[config.mk]
export PLATFORM = sky130hd
export DESIGN_NAME = hamming_secded_codec
export DESIGN_NICKNAME = d
export VERILOG_FILES = /design/src/rtl/hamming_secded_codec_pkg.sv /design/src/rtl/hamming_secded_codec_core.sv /design/src/rtl/hamming_secded_codec.sv
export SDC_FILE = /design/constraint.sdc
export NUM_CORES = 1
export LEC_CHECK = 0
export CORE_MARGIN = 10
export CORE_UTILIZATION = 45
export DETAILED_ROUTE_END_ITERATION = 8
export PLACE_DENSITY = 0.71
export SLEW_MARGIN = 20
export SYNTH_ARGS = -nofsm -noshare
export SYNTH_HDL_FRONTEND = slang
export SYNTH_SLANG_ARGS = --single-unit
[constraint.sdc]
create_clock -name clk -period 1.8 [get_ports clk]
set_input_delay 0.45 -clock clk [delete_from_list [all_inputs] [get_ports clk]]
set_output_delay 0.45 -clock clk [all_outputs]
set_load 0.01 [all_outputs]
[src/rtl/hamming_secded_codec_pkg.sv]
// Shared helpers for the extended-Hamming SECDED codec: parity sizing and
// the payload-to-codeword position map.
package hamming_pkg;

   function automatic int calc_p_w(input int data_w);
      int p;
      p = 0;
      // descending scan leaves the smallest qualifying p
      for (int q = 7; q >= 1; q--) begin
         if ((1 << q) >= data_w + q + 1) p = q;
      end
      return p;
   endfunction

   function automatic bit is_pow2(input int pos);
      return (pos > 0) && ((pos & (pos - 1)) == 0);
   endfunction

   function automatic int data_pos(input int idx);
      int cnt;
      int res;
      cnt = 0;
      res = 0;
      for (int p = 3; p < 64; p++) begin
         if (!is_pow2(p) && res == 0) begin
            if (cnt == idx) res = p;
            cnt++;
         end
      end
      return res;
   endfunction

endpackage

[src/rtl/hamming_secded_codec_core.sv]
// Combinational SECDED kernel: payload -> full codeword, and
// received word -> {syndrome, overall parity}.
module hamming_secded_core
   import hamming_pkg::*;
#(
   parameter  int DATA_W = 4,
   localparam int P_W    = calc_p_w(DATA_W),
   localparam int CW_W   = DATA_W + P_W + 1
) (
   input  logic [DATA_W-1:0] payload,
   output logic [CW_W-1:0]   codeword,
   input  logic [CW_W-1:0]   rx_word,
   output logic [P_W-1:0]    syndrome,
   output logic              parity
);

   logic [CW_W-1:0] placed;
   logic [CW_W-1:0] body;
   logic [P_W-1:0]  checks;

   // Hamming parity bits equal the XOR of the positions of set payload bits.
   always_comb begin
      placed = '0;
      for (int unsigned i = 0; i < DATA_W; i++) placed[data_pos(i)] = payload[i];
      checks = '0;
      for (int unsigned i = 0; i < CW_W; i++) begin
         if (placed[i]) checks = checks ^ i[P_W-1:0];
      end
      body = placed;
      for (int unsigned k = 0; k < P_W; k++) body[1 << k] = checks[k];
      codeword    = body;
      codeword[0] = ^body;
   end

   always_comb begin
      syndrome = '0;
      for (int unsigned i = 0; i < CW_W; i++) begin
         if (rx_word[i]) syndrome = syndrome ^ i[P_W-1:0];
      end
      parity = ^rx_word;
   end

endmodule

[src/rtl/hamming_secded_codec.sv]
// Two-stage pipelined SECDED encoder/decoder with valid/ready on both sides,
// encode-side error injection and saturating error counters.
module hamming_secded_codec
   import hamming_pkg::*;
#(
   parameter  int DATA_W = 4,
   parameter  int CNT_W  = 8,
   localparam int P_W    = calc_p_w(DATA_W),
   localparam int CW_W   = DATA_W + P_W + 1,
   localparam int POS_W  = $clog2(CW_W)
) (
   input  logic             clk,
   input  logic             rst,
   input  logic             mode,
   input  logic             in_valid,
   output logic             in_ready,
   input  logic [CW_W-1:0]  in_data,
   input  logic             err_inj_en,
   input  logic [POS_W-1:0] err_inj_pos,
   output logic             out_valid,
   input  logic             out_ready,
   output logic [CW_W-1:0]  out_data,
   output logic             out_err_single,
   output logic             out_err_double,
   input  logic             cnt_clr,
   output logic [CNT_W-1:0] corr_cnt,
   output logic [CNT_W-1:0] uncorr_cnt
);

   logic             s1_valid, s1_mode, s1_inj_en, s1_par;
   logic [POS_W-1:0] s1_inj_pos;
   logic [CW_W-1:0]  s1_word;
   logic [P_W-1:0]   s1_syn;
   logic             s2_valid, s2_mode;
   logic             s1_load, s2_load, out_fire;
   logic [CW_W-1:0]  enc_word;
   logic [P_W-1:0]   syn;
   logic             par;
   logic [CW_W-1:0]  s2_data_d;
   logic             single_d, double_d;

   hamming_secded_core #(.DATA_W(DATA_W)) u_core (
      .payload  (in_data[DATA_W-1:0]),
      .codeword (enc_word),
      .rx_word  (in_data),
      .syndrome (syn),
      .parity   (par)
   );

   assign s2_load   = !s2_valid || out_ready;
   assign s1_load   = !s1_valid || s2_load;
   assign in_ready  = s1_load;
   assign out_valid = s2_valid;
   assign out_fire  = s2_valid && out_ready;

   // Stage 1 holds the finished codeword for encode words, so stage 2 only
   // applies injection; for decode words it holds the raw word plus {S, P}.
   always_comb begin
      s2_data_d = '0;
      single_d  = 1'b0;
      double_d  = 1'b0;
      if (!s1_mode) begin
         s2_data_d = s1_word ^ ((s1_inj_en && int'(s1_inj_pos) < CW_W)
                                ? (CW_W'(1) << s1_inj_pos) : '0);
      end else begin
         single_d = s1_par && (int'(s1_syn) < CW_W);
         double_d = !single_d && (s1_par || s1_syn != '0);
         for (int unsigned i = 0; i < DATA_W; i++) begin
            s2_data_d[i] = s1_word[data_pos(i)] ^ (single_d && int'(s1_syn) == data_pos(i));
         end
      end
   end

   always_ff @(posedge clk or posedge rst) begin
      if (rst) begin
         s1_valid       <= 1'b0;
         s1_mode        <= 1'b0;
         s1_inj_en      <= 1'b0;
         s1_inj_pos     <= '0;
         s1_word        <= '0;
         s1_syn         <= '0;
         s1_par         <= 1'b0;
         s2_valid       <= 1'b0;
         s2_mode        <= 1'b0;
         out_data       <= '0;
         out_err_single <= 1'b0;
         out_err_double <= 1'b0;
      end else begin
         if (s1_load) begin
            s1_valid <= in_valid;
            if (in_valid) begin
               s1_mode    <= mode;
               s1_inj_en  <= err_inj_en;
               s1_inj_pos <= err_inj_pos;
               s1_word    <= mode ? in_data : enc_word;
               s1_syn     <= syn;
               s1_par     <= par;
            end
         end
         if (s2_load) begin
            s2_valid <= s1_valid;
            if (s1_valid) begin
               s2_mode        <= s1_mode;
               out_data       <= s2_data_d;
               out_err_single <= single_d;
               out_err_double <= double_d;
            end
         end
      end
   end

   always_ff @(posedge clk or posedge rst) begin
      if (rst) begin
         corr_cnt   <= '0;
         uncorr_cnt <= '0;
      end else if (cnt_clr) begin
         corr_cnt   <= '0;
         uncorr_cnt <= '0;
      end else if (out_fire && s2_mode) begin
         if (out_err_single && corr_cnt != '1)   corr_cnt   <= corr_cnt + CNT_W'(1);
         if (out_err_double && uncorr_cnt != '1) uncorr_cnt <= uncorr_cnt + CNT_W'(1);
      end
   end

endmodule

After elaboration in Yosys (flattened, before gate mapping)
Index checks and enable logic that the tools add are counted.
Storage, ports and cells
  output and inout bits: 28
  bits of input ports: 18
  bits in registers: 46
  word-level logic and storage cells: 1867
Cells by class
  $lt $le $gt $ge: 4
  muxes and demuxes: 1141
  bitwise operators: 14
  add/subtract/negate cells: 217
  equal/unequal tests: 174
  shift-type cells: 1
  reduce and logical (&&, ||, !) cells: 302
Operators with widths (count)
  2-to-1 mux 32 bit: 1103
  logical NOT 32 bit: 277
  adder 32 x 2 -> 32 bit (second input constant): 215
  equality test 32 x 3 -> 1 bit (second input constant): 112
  equality test 32 x 2 -> 1 bit (second input constant): 56
  equality test 4 x 32 -> 1 bit: 4
  less-than comparator 32 x 5 -> 1 bit (second input constant): 4
  2-to-1 mux 8 bit: 8
  2-to-1 mux 3 bit: 10
  adder 8 x 1 -> 8 bit (second input constant): 2
  != test 8 bit (second input constant): 2
  XOR reduction 8 bit: 2
  binary-select mux 1 bit (select 3 bit): 4
  2-to-1 mux 1 bit: 11
  logical AND 1 bit: 9
  2-to-1 mux 4 bit: 2
  NOT 2 bit: 4
  AND reduction 2 bit: 4
  << shifter 1 x 3 -> 8 bit (first input constant): 1
  XOR 8 bit: 1
  2-to-1 mux 2 bit: 3
  NOT 3 bit: 2
  nonzero test 2 bit: 3
  XOR 1 bit: 4
  other kinds (5): 10

Longest topological paths before layout
  word-level depth: 202
  depth in mapped cells: 6
  gate-level depth less buffers: 5

By module
A second synthesis with hierarchy kept.
Unflattened totals
  cell total of the unflattened synthesis: 238
  area, all modules: 2472.4 um^2
Modules (own cells, without submodules)
  hamming_secded_codec: cells an instance 217, sequential area each 1151.1 um^2, area an instance 2285.9 um^2, times used 1
  hamming_secded_core: cells an instance 21, sequential area each 0.0 um^2, area an instance 186.4 um^2, times used 1

Worst setup path before layout
Ideal clock, no wire load.
  path type: flip-flop to flip-flop
  start point: reg corr_cnt[0]
  end point: reg corr_cnt[3]
  stages on the path, launching flop included: 7
  data required time: 1722 ps
  period minus slack after synthesis: 1654 ps
  arrival time: 1576 ps
  setup time: 78 ps
  path slack: 146 ps
  path buffers: 1
  cells stage by stage: dfrtp_1 ha_1 nand3_1 o21ai_2 buf_6 or4_1 a21oi_1
Between the ends
  longest elaborated chain between the ends: 4
  elaborated cells between the ends (all ways): 8
  those cells by class: add/sub (1); eq/ne (1); mux (3); reduce/logical (3)
Ends and longest elaborated chain
  start, declared: RTL line hamming_secded_codec.sv:26  | output logic [CNT_W-1:0] corr_cnt,
  start signal, assigned: RTL line hamming_secded_codec.sv:120  | if (out_err_single && corr_cnt != '1) corr_cnt <= corr_cnt + CNT_W'(1);
  adder 8 x 1 -> 8 bit / != test 8 bit (equally long branches): RTL line hamming_secded_codec.sv:120
  2-to-1 mux 8 bit / logical AND 1 bit (equally long branches): RTL line hamming_secded_codec.sv:120
  2-to-1 mux 8 bit / nonzero test 2 bit (equally long branches)
  2-to-1 mux 8 bit / AND reduction 2 bit (equally long branches)
Several ways; a longest one is shown, not always the timed one. The select of a mux whose other input is x is not followed.
A chain may end at the register's enable or synchronous reset.

Worst setup path after layout
  start point: reg corr_cnt[5]
  end point: out corr_cnt[5]
No word-level cell between the ends.

==> reports/summary.txt <==
IO Port Bufs -> 45
Vias/cell -> 5.296
crit path to -> corr_cnt[5]
DRT met1 WL -> 2139 um
core area -> 0.005172 sq mm
# diodes -> 0
total track usage -> 12.27%
Post-Synthesis Cells -> 243
Final Hold Vio Count -> 0
hold_ws -> 430.5 ps
Crit. Startpoint -> corr_cnt[5]
first-pass GRT wire length -> 8873 um
crit path capture type -> primary output
WL final -> 5327 um
total global routing overflow -> 0
Netlist cell types -> 39
register area share after synthesis -> 47.23%
Post-synth EDFFs -> 0
1st-pass router iterations -> 4
largest stage delay on the critical path -> 570 ps
Max Freq -> 0.5743 GHz
VDD IR max -> 0.0003915 V
RePlAce Congestion -> 0.8360
CP required -> 1350 ps
initial antenna violation count -> 0
vias in the first global route -> 1956
reg2reg start -> corr_cnt[0]
largest net degree at the start of global routing -> 22
Area Overhead vs Synth -> 33.98%
#FFs+latches synth -> 46
share of the synthesized area in the top cell type -> 47.23%
RR Endpoint -> corr_cnt[1]
r2r setup slk -> 130 ps
worst slew pin tran -> 537.7 ps
Static Leakage -> 1.344 nW
CTS max path bufs -> 2
status -> finished clean
Clk pin slew, worst setup/hold paths -> 80 ps
commonest non-fill, non-tap cell in the layout -> clkdlybuf4s50_1
drt first-iter violations -> 100
fin nets -> 328
total number of vias -> 2007
max_slew headroom -> 63.93%
number of max-cap violations -> 0
DR WL met2 -> 2804 um
# hold bufs at CTS -> 0
Crit Path Max Fanout -> 5
top cells by area, synth -> dfrtp_1 47%, xnor2_1 6.5%, o21ai_0 5.1%
max-slew violations -> 0
Initial Util -> 47.12%
WS Path Type -> flip-flop to primary output
metal3 WL -> 328 um
min-delay worst type -> input pin to asynchronous set/reset pin
Cell Pwr Density -> 835.7 mW/mm^2
crit path buf inv count -> 1
Sink Count -> 46
# placed instances -> 366
endpoints failing setup -> 0
ys flop type -> dfrtp_1
crit path launch type -> flip-flop
Die X-Extent -> 93.60 um
CP delay by family, top -> buffers and inverters
share of cells above drive strength 1 -> 17.48%
Non-Filler Instances -> 379
mean post-synth cell area -> 10.03 sq um
Synth Cell Area -> 0.002437 sq mm
post-route ant nets -> 0
crit path DAT -> 1290 ps
crit path cell chain -> clkdlybuf4s50_1
DR DRC count -> 0
H-tree depth -> 2
final cycle utilization of the critical path -> 96.73%
CTS root buf -> clkbuf_8
Yosys warning count -> 0
Avg WL per Cell -> 14.06 um
Rows -> 26
Clk Latency, worst-skew pair -> 300 ps
fin crit period -> 1741 ps
Async SR Flop Fraction -> 100.0%
Die Ht -> 93.60 um
Crit path depth -> 1
Reg2Reg Depth -> 7
Top-Level Pins -> 46
cell taking the most area after synthesis -> dfrtp_1
crit path max-delay cell type -> clkdlybuf4s50_1
CTS Buf Count -> 5
most frequent cells in the layout -> 43 x clkdlybuf4s50_1, 37 x dfrtp_1, 29 x nand2_1
top sig layer -> met4
hpwl dp -> 4188 um
Synthesized Nets -> 263
CTS tree -> built
Final Skew -> 4.214 ps
die area -> 0.008760 sq mm
registers in the layout, summed over array words and instances, names as in the netlist:
name / count
corr_cnt: 8
s1_inj_en: 1
out_valid: 1
s1_mode: 1
out_err_single: 1
s1_inj_pos: 3
s1_word: 8
uncorr_cnt: 8
out_data: 8
s1_par: 1
out_err_double: 1
s1_valid: 1
s1_syn: 3
s2_mode: 1
area by class of cell:
cell class	instances	area, sq um
fillers	430	1907
inverters	5	18.77
well taps	70	87.58
clock buffers	5	68.82
multi-input cells	180	1212
repair buffers	70	675.6
clock inverters	3	40.04
flip-flops and latches	46	1162
worst min-delay path by stage:
| stage | end | slack, ps | cells past startpoint |
|---|---|---|---|
| after floorplan | out_valid | 460 | 1 |
| after global placement | out_data[7] | 470 | 2 |
| after detailed placement | out_data[4] | 470 | 2 |
| after CTS | out_data[4] | 430 | 2 |
| after global routing | s1_inj_pos[1] | 460 | 2 |
| final | s1_inj_pos[1] | 430 | 2 |
where the power goes:
part	total (W)	switching, W	internal (W)
Clock	0.000753	0.000344	0.000409
Sequential	0.00134	0.000161	0.00117
Combinational	0.000640	0.000266	0.000375
kinds of logic (layout without fill, tap and decap cells):
logic type,Yosys count,count (layout),synth area share (%)
buffers and inverters,17,83,3.029
and+or+nand+nor,83,83,18.43
adders and majority gates,2,2,1.027
muxes,17,17,7.341
xor gates and xnor gates,32,32,12.06
AOI/OAI and AO/OA,46,46,10.88
DFF,46,46,47.23
timing repair:
action,in CTS,in global routing
resized for setup,6,7
setup buffers,0,5
endpoints found under the setup margin,3,11
stage by stage:
stage	area [sq um]	total power [W]	setup TNS [ps]	utilization, %	worst slack (ps)
2_1_floorplan	2437	0.001678	0	-	146.1
3_3_place_gp	3108	0.001983	-3187	60.09	-347.7
3_5_place_dp	3108	0.002006	-3686	60.09	-365.4
4_1_cts	3219	0.002757	0	62.24	2.750
5_1_grt	3266	0.002886	-24.97	63.14	-24.97
6_report	3266	0.002729	0	63.14	58.90
cells in the mapped netlist (2+ instances only):
cell type	n
and4_1	2
nor4bb_1	2
buf_2	2
o211ai_1	2
or4_1	5
inv_1	5
xor2_1	13
clkbuf_1	8
mux2i_1	10
nand4b_1	5
a21oi_1	8
nand4_1	7
ha_1	2
o31ai_1	5
mux2_2	7
dfrtp_1	46
a211oi_1	2
o21ai_0	25
xnor2_1	18
or3_1	3
nor2_1	12
nand2b_1	2
nand3_1	8
nand2_1	29
metal layers:
metal | GRT usage, % | vias up
met1 | 13.31 | 953
met3 | 3.837 | 8
met4 | 4.051 | 0
met2 | 22.10 | 52
met5 | 0 | -
li1 | - | 994
Note: power is estimated with default switching activity, not from simulation.
